## config.mk

```make
export PLATFORM = sky130hd
export DESIGN_NAME = memory_dp
export DESIGN_NICKNAME = d
export VERILOG_FILES = /design/src/rtl/memory_dp_pkg.sv /design/src/rtl/memory_dp_init_ctrl.sv /design/src/rtl/memory_dp.sv
export SDC_FILE = /design/constraint.sdc
export NUM_CORES = 2
export LEC_CHECK = 0
export CORE_MARGIN = 5
export CORE_UTILIZATION = 30
export DETAILED_ROUTE_END_ITERATION = 8
export SYNTH_ARGS = -nofsm -noshare
export SYNTH_HDL_FRONTEND = slang
export SYNTH_HIERARCHICAL = 1
export SYNTH_SLANG_ARGS = --single-unit
```

## constraint.sdc

```tcl
create_clock -name clk -period 18.35 [get_ports clk]
set_clock_uncertainty 0.2 [all_clocks]
set_input_delay 2.7525 -clock clk [delete_from_list [all_inputs] [get_ports clk]]
set_output_delay 2.7525 -clock clk [all_outputs]
set_load 0.1 [all_outputs]
```

## src/rtl/memory_dp_pkg.sv

```systemverilog
// Shared types and helpers for the memory_dp slice.
package memory_pkg;

  typedef enum logic {
    INIT  = 1'b0,
    READY = 1'b1
  } state_t;

  localparam int unsigned RD_FIRST = 0;
  localparam int unsigned WR_FIRST = 1;

  // Even parity: the stored bit makes the total count of ones even.
  function automatic logic byte_parity(input logic [7:0] b);
    return ^b;
  endfunction

endpackage

```

## src/rtl/memory_dp_init_ctrl.sv

```systemverilog
// Post-reset clear sequencer: walks every address once, writing zero,
// then parks in READY until the next reset.
module memory_dp_init_ctrl
  import memory_pkg::*;
#(
  parameter int unsigned ADDR_WIDTH = 8,
  parameter int unsigned MEM_SIZE   = 256
) (
  input  logic                  clk,
  input  logic                  rst,
  output logic                  init_busy,
  output logic                  clr_we,
  output logic [ADDR_WIDTH-1:0] clr_addr
);

  localparam logic [ADDR_WIDTH-1:0] LAST_ADDR = ADDR_WIDTH'(MEM_SIZE - 1);

  state_t                  state_q, state_d;
  logic [ADDR_WIDTH-1:0]   cnt_q, cnt_d;

  // State and clear-counter registers.
  always_ff @(posedge clk) begin
    if (rst) begin
      state_q <= INIT;
      cnt_q   <= '0;
    end else begin
      state_q <= state_d;
      cnt_q   <= cnt_d;
    end
  end

  // Next-state and clear-port outputs.
  always_comb begin
    state_d   = state_q;
    cnt_d     = cnt_q;
    init_busy = 1'b0;
    clr_we    = 1'b0;
    clr_addr  = cnt_q;
    unique case (state_q)
      INIT: begin
        init_busy = 1'b1;
        clr_we    = ~rst;
        if (cnt_q == LAST_ADDR) begin
          state_d = READY;
          cnt_d   = '0;
        end else begin
          cnt_d = cnt_q + ADDR_WIDTH'(1);
        end
      end
      READY: begin
        state_d = READY;
      end
      default: begin
        state_d = INIT;
      end
    endcase
  end

endmodule

```

## src/rtl/memory_dp.sv

```systemverilog
// Simple dual-port synchronous RAM with byte enables, registered read,
// selectable read-during-write policy and hardware clear after reset.
// Optional per-byte parity: define MEMORY_DP_PARITY_EN.
module memory_dp
  import memory_pkg::*;
#(
  parameter int unsigned DATA_WIDTH = 8,
  parameter int unsigned ADDR_WIDTH = 8,
  parameter int unsigned MEM_SIZE   = 256,
  parameter int unsigned RD_MODE    = 0
) (
  input  logic                    clk,
  input  logic                    rst,
  output logic                    init_busy,
  input  logic                    wr_en,
  input  logic [ADDR_WIDTH-1:0]   wr_addr,
  input  logic [DATA_WIDTH-1:0]   wr_data,
  input  logic [DATA_WIDTH/8-1:0] wr_be,
  input  logic                    rd_en,
  input  logic [ADDR_WIDTH-1:0]   rd_addr,
  output logic [DATA_WIDTH-1:0]   rd_data,
  output logic                    rd_valid
`ifdef MEMORY_DP_PARITY_EN
  ,
  output logic [DATA_WIDTH/8-1:0] rd_parity_err
`endif
);

  localparam int unsigned NB = DATA_WIDTH / 8;

  logic [DATA_WIDTH-1:0] mem [MEM_SIZE];
`ifdef MEMORY_DP_PARITY_EN
  logic [NB-1:0]         mem_par [MEM_SIZE];
  logic [NB-1:0]         rd_perr_d;
`endif

  logic                  clr_we;
  logic [ADDR_WIDTH-1:0] clr_addr;
  logic                  ready;
  logic                  wr_in_range;
  logic                  rd_in_range;
  logic                  user_we;
  logic                  collide;
  logic [ADDR_WIDTH-1:0] wa;
  logic [DATA_WIDTH-1:0] wd;
  logic [NB-1:0]         lane_we;
  logic [DATA_WIDTH-1:0] rd_word;

  memory_dp_init_ctrl #(
    .ADDR_WIDTH (ADDR_WIDTH),
    .MEM_SIZE   (MEM_SIZE)
  ) u_init_ctrl (
    .clk       (clk),
    .rst       (rst),
    .init_busy (init_busy),
    .clr_we    (clr_we),
    .clr_addr  (clr_addr)
  );

  assign ready       = ~init_busy;
  assign wr_in_range = (32'(wr_addr) < MEM_SIZE);
  assign rd_in_range = (32'(rd_addr) < MEM_SIZE);
  assign user_we     = ready & wr_en & wr_in_range & (|wr_be);
  assign collide     = (RD_MODE == WR_FIRST) && user_we && (wr_addr == rd_addr);

  // Single physical write port: the clear sequence owns it during INIT.
  always_comb begin
    wa      = wr_addr;
    wd      = wr_data;
    lane_we = '0;
    if (clr_we) begin
      wa      = clr_addr;
      wd      = '0;
      lane_we = '1;
    end else if (user_we) begin
      lane_we = wr_be;
    end
  end

  // Byte-lane memory update.
  always_ff @(posedge clk) begin
    for (int unsigned i = 0; i < NB; i++) begin
      if (lane_we[i]) begin
        mem[wa][8*i +: 8] <= wd[8*i +: 8];
`ifdef MEMORY_DP_PARITY_EN
        mem_par[wa][i] <= byte_parity(wd[8*i +: 8]);
`endif
      end
    end
  end

  // Read word selection, including write-first byte merge on collision.
  always_comb begin
    rd_word = '0;
`ifdef MEMORY_DP_PARITY_EN
    rd_perr_d = '0;
`endif
    if (rd_in_range) begin
      for (int unsigned i = 0; i < NB; i++) begin
        if (collide && wr_be[i]) begin
          rd_word[8*i +: 8] = wr_data[8*i +: 8];
        end else begin
          rd_word[8*i +: 8] = mem[rd_addr][8*i +: 8];
`ifdef MEMORY_DP_PARITY_EN
          rd_perr_d[i] = byte_parity(mem[rd_addr][8*i +: 8]) ^ mem_par[rd_addr][i];
`endif
        end
      end
    end
  end

  // Registered read output; data holds when no read is accepted.
  always_ff @(posedge clk) begin
    if (rst) begin
      rd_data  <= '0;
      rd_valid <= 1'b0;
`ifdef MEMORY_DP_PARITY_EN
      rd_parity_err <= '0;
`endif
    end else if (ready && rd_en) begin
      rd_data  <= rd_word;
      rd_valid <= 1'b1;
`ifdef MEMORY_DP_PARITY_EN
      rd_parity_err <= rd_perr_d;
`endif
    end else begin
      rd_valid <= 1'b0;
    end
  end

endmodule

```

# ---- Word-level counts from Yosys, hierarchy flattened
# Memories as Yosys holds them, arrays and structs flattened. A register that Yosys moved wholly into a read port is not among the register bits.
# Index checks and enable logic that the tools add are counted.
dict set report word_totals {
  register_bits 10
  ramBits 2048
  wordCells 23
  memories 1
}
# memory depth word_bits rd rd_ports_with_merged_regs wr line
set mem_list {}
lappend mem_list {mem 256 8 1 1 1 memory_dp.sv:31} ;# logic [DATA_WIDTH-1:0] mem [MEM_SIZE];
dict set report op_classes {
  add_sub_neg 1
  eq_ne 1
  mux 12
  bitwise_logic 4
  reduce_logical 1
}
# operator count
set ops {}
lappend ops {{8-bit two-way mux} 3}
lappend ops {{8-bit by 1-bit adder with 8-bit output (second input constant)} 1}
lappend ops {{8-bit == test (second input constant)} 1}
lappend ops {{1-bit two-way mux} 8}
lappend ops {{1-bit bitwise AND} 2}
lappend ops {{1-bit inverter} 2}
lappend ops {{1-bit case mux with 2 select lines} 1}
lappend ops {{1-bit logical AND} 1}

# ---- Logic depth before layout (Yosys ltp)
dict set report depth {
  depth_word 6
  ltp_mapped 13
  ltp_nobuf 7
}

# ---- Modules after synthesis
# Netlist, hierarchy kept.
# mod n_inst cells_per_inst area_per_inst_um2
set modules_own_cells {}
lappend modules_own_cells {memory_dp 1 4049 80821.3}
lappend modules_own_cells {memory_dp_init_ctrl 1 44 420.4}

# ---- Worst setup path after synthesis
# Ideal clock, no wire load.
dict set report synth_path {
  path_kind {input-to-reg}
  start {input rst}
  end {memory mem[0][0] (data pin)}
  t_arrival_ps 9535
  required_ps 16704
  path_slack_ps 7168
  stages 5
  n_path_buf 3
  path_cell_list {buf_6 -> nor2_1 -> clkbuf_1 -> clkbuf_1 -> nor2b_1}
}
dict set report synth_via {
  elab_chain_len 3
}
# item line
set synth_rtl {}
lappend synth_rtl {{start: declaration} memory_dp.sv:13} ;# input logic rst,
lappend synth_rtl {{1-bit inverter} memory_dp_init_ctrl.sv:42} ;# clr_we = ~rst;
lappend synth_rtl {{1-bit two-way mux} memory_dp_init_ctrl.sv:39} ;# unique case (state_q)
lappend synth_rtl {{via clr_we} memory_dp.sv:37} ;# logic clr_we;
lappend synth_rtl {{8-bit two-way mux} memory_dp.sv:71} ;# if (clr_we) begin
lappend synth_rtl {{via wd[0]} memory_dp.sv:45} ;# logic [DATA_WIDTH-1:0] wd;
lappend synth_rtl {{end: declaration} memory_dp.sv:31}
# The timed path passes the listed nets, and every way through them passes these cells.

==> impl_metrics.yaml <==
run_status:
  status: "completed"
finish:
  drive_above_1_share_pct: 16.48
  nets: 4205
  syn_to_final_growth_pct: 12.36
  final_area_sq_um: 91290
timing:
  fin_tns_setup_ps: 0
  rsz0062_at_grt: "no"
  period_needed_ps: 7541
  fin_ws_ps: 10810
  worst_pin_slew_ps: 1338
  final-hold-violation-count: 0
  max_freq_mhz: 132.6
  setup_violations: 0
  slew_headroom_pct: 8.486
  fin_crit_sh_pct: 41.10
  finalMaxSlewViolations: 0
floorplanning:
  die_width_um: 530.4
  rows: 191
  start_util_pct: 30.06
  die_h_um: 530.4
  pin_count: 39
  core-area_sq_um: 270300
  dieArea_sq_um: 281300
global_route:
  grt_pass1_wl_um: 303300
  grt_max_degree: 223
  first_global_vias: 40780
  globalRouteTotalUtil_pct: 14.71
  grt_antenna_before_repair: 12
  grt_remaining_overflow: 0
critical_path:
  worst_path_most_repeated_cell: "buf_4"
  crit_path_cell_trace: "buf_8 -> buf_4 -> buf_12 -> buf_4 -> mux4_1 -> nand2_1 -> a21oi_1 -> a2111oi_0 -> or4_1 -> nor4_1 -> a211o_1"
  worstPathMaxFanout: 99
  crit_slowest_cell: "a2111oi_0"
  cp-end-kind: "flop"
  worst_path_largest_cell_delay_ps: 920
  worstPathArrival_ps: 8070
  critPathRequiredTime_ps: 18880
  cp-startpoint: "rd_addr[0]"
  startpoint_type: "input pin"
  rr_startpoint: "u_init_ctrl/state_q"
  criticalPathCategory: "input pin to flop"
drt:
  wl_met2_um: 101600
  vias: 40820
  routedWlPerCell_um: 26.72
  vias_per_cell: 5.161
  routed-wl-met3_um: 14370
  ant_nets: 0
  first_iter_violations: 4831
  drt_first_pass_iters: 6
  drcViolationCount: 0
  top_layer: "met5"
  m1WireLength_um: 87550
  finalWirelength_um: 211300
clock_tree:
  cts_buffers: 204
  root_buffer: "clkbuf_16"
  clockBufferDepth: 3
  cts_tree: "yes"
  hold_buffers: 0
  clk_pin_slew_ps: 60
  insertion_delay_ps: 820
  postCtsSetupRepairBufs: 0
  htreeDepth: 4
  post_cts_resize_count: 0
  cts.sinks: 2066
placement:
  dp_hpwl_um: 127900
  dp_slack_ps: 10070
  place_congestion: 0.8218
  placed_area_sq_um: 85140
  portBuffers: 38
pwr:
  p_leak_nw: 28.42
  p_per_area_nw_per_um2: 104.6
  ir_worst_vdd_mv: 0.1060
synthesis:
  ys_types: 70
  syn-num-nets: 4123
  syn-cell-area_sq_um: 81240
  synth.avg_cell_area_sq_um: 19.85
  synthCells: 4093
  ys_seq_elements: 2066
  synth_commonest_cells: "edfxtp_1, mux2i_1, mux4_2, nor2_1, nand2_1"
  synthArstFlopShare_pct: 0
  synth.top_cell.area_share_pct: 75.70
  synth_edf_count: 2048
  yosysWarningCount: 6
  yosys-top-cells-area: "edfxtp_1, mux4_2, mux2i_1"
  synth.yosys.seq_area_share_pct: 76.14
  yosysMostFrequentCell: "edfxtp_1"
  synth_ff_type: "edfxtp_1"
  synth_top_area_cell: "edfxtp_1"
run:
  maxCapViolCount: 0
hold_path:
  holdCritPathClass: "flop to flop"
  hold_start: "u_init_ctrl/clr_addr[6]"
final timing paths:
kind	end	cells past startpoint	slack [ps]
worst max register to register	mem[212][2]	7	13610
worst min-delay path	u_init_ctrl/clr_addr[6]	2	340
worst max-delay path	rd_data[4]	11	10810
worst min register to register	u_init_ctrl/clr_addr[6]	2	340
layout by cell type (no fill, tap or decap), types with 8 or more instances in the layout:
cell type and count:
clkinv_2 35, a221oi_1 9, o211ai_1 20, clkbuf_1 49, o32ai_1 10, nand2_1 136, nor3_1 25, clkbuf_16 207
a21oi_1 89, clkdlybuf4s50_1 34, mux4_1 40, a31oi_1 8, inv_1 13, a2111oi_0 22, o21ai_0 37, nor2_1 284
clkinv_1 55, mux2i_1 356, a22oi_1 31, nand3_1 40, nand2b_1 17, buf_4 75, dfxtp_1 18, mux4_2 308
edfxtp_1 2048, or3_1 9, mux2_2 23, o221ai_1 49, nor4_1 10, o22ai_1 126, a211o_1 8, nor2b_4 9
a211oi_1 30
area by class of cell:
class	count	area [sq um]
Timing Repair Buffer	118	1065
Sequential cell	2066	61860
Inverter	15	58.81
Fill cell	25170	179000
Clock buffer	256	5364
Multi-Input combinational cell	1770	17690
Tap cell	3570	4467
Clock inverter	113	774.5
Antenna cell	1	2.502
routing by layer:
metal / up-vias / GRT usage [%]
li1: 17100 / -
met1: 21690 / 20.06
met2: 1689 / 23.82
met3: 342 / 2.458
met4: 4 / 5.265
met5: - / 0
power breakdown:
part / internal [mW] / total, mW / leakage (nW) / switching, mW
clock: 2.15 / 3.89 / 3.01 / 1.74
sequential: 5.19 / 5.20 / 18.8 / 0.00261
combinational: 0.142 / 0.459 / 6.58 / 0.317
total: 7.49 / 9.54 / 28.4 / 2.06
worst max-delay path: cells and delay by family:
family                 cells  cell delay (ps)
AND/OR/NAND/NOR            3              450
buffers and inverters      4             2510
AO/OA/AOI/OAI              3             1280
multiplexers               1              630
cell families after synthesis:
family	synth area share [%]
and+or+nand+nor	3.011
adders and majority gates	0.01540
xor gates and xnor gates	0.04313
buffers and inverters	2.242
AOI/OAI and AO/OA	4.009
muxes	14.54
DFF	76.14
state kept, by name, summed over array words and instances (netlist names):
register,flops
rd_valid,1
mem,2048
u_init_ctrl/clr_addr,8
rd_data,8
u_init_ctrl/state_q,1
through the flow:
step | std cells | hold WS [ps] | util, % | total power [mW]
6_report | 7909 | 337.3 | 33.77 | 9.544
5_1_grt | 7909 | 370.0 | 33.77 | 9.824
4_1_cts | 7908 | 332.9 | 33.77 | 9.611
3_5_place_dp | 7539 | 321.0 | 31.50 | 5.757
3_3_place_gp | 7539 | 311.4 | 31.50 | 5.751
2_1_floorplan | 4093 | 271.3 | - | 5.609
(Power assumes the default switching activity.)
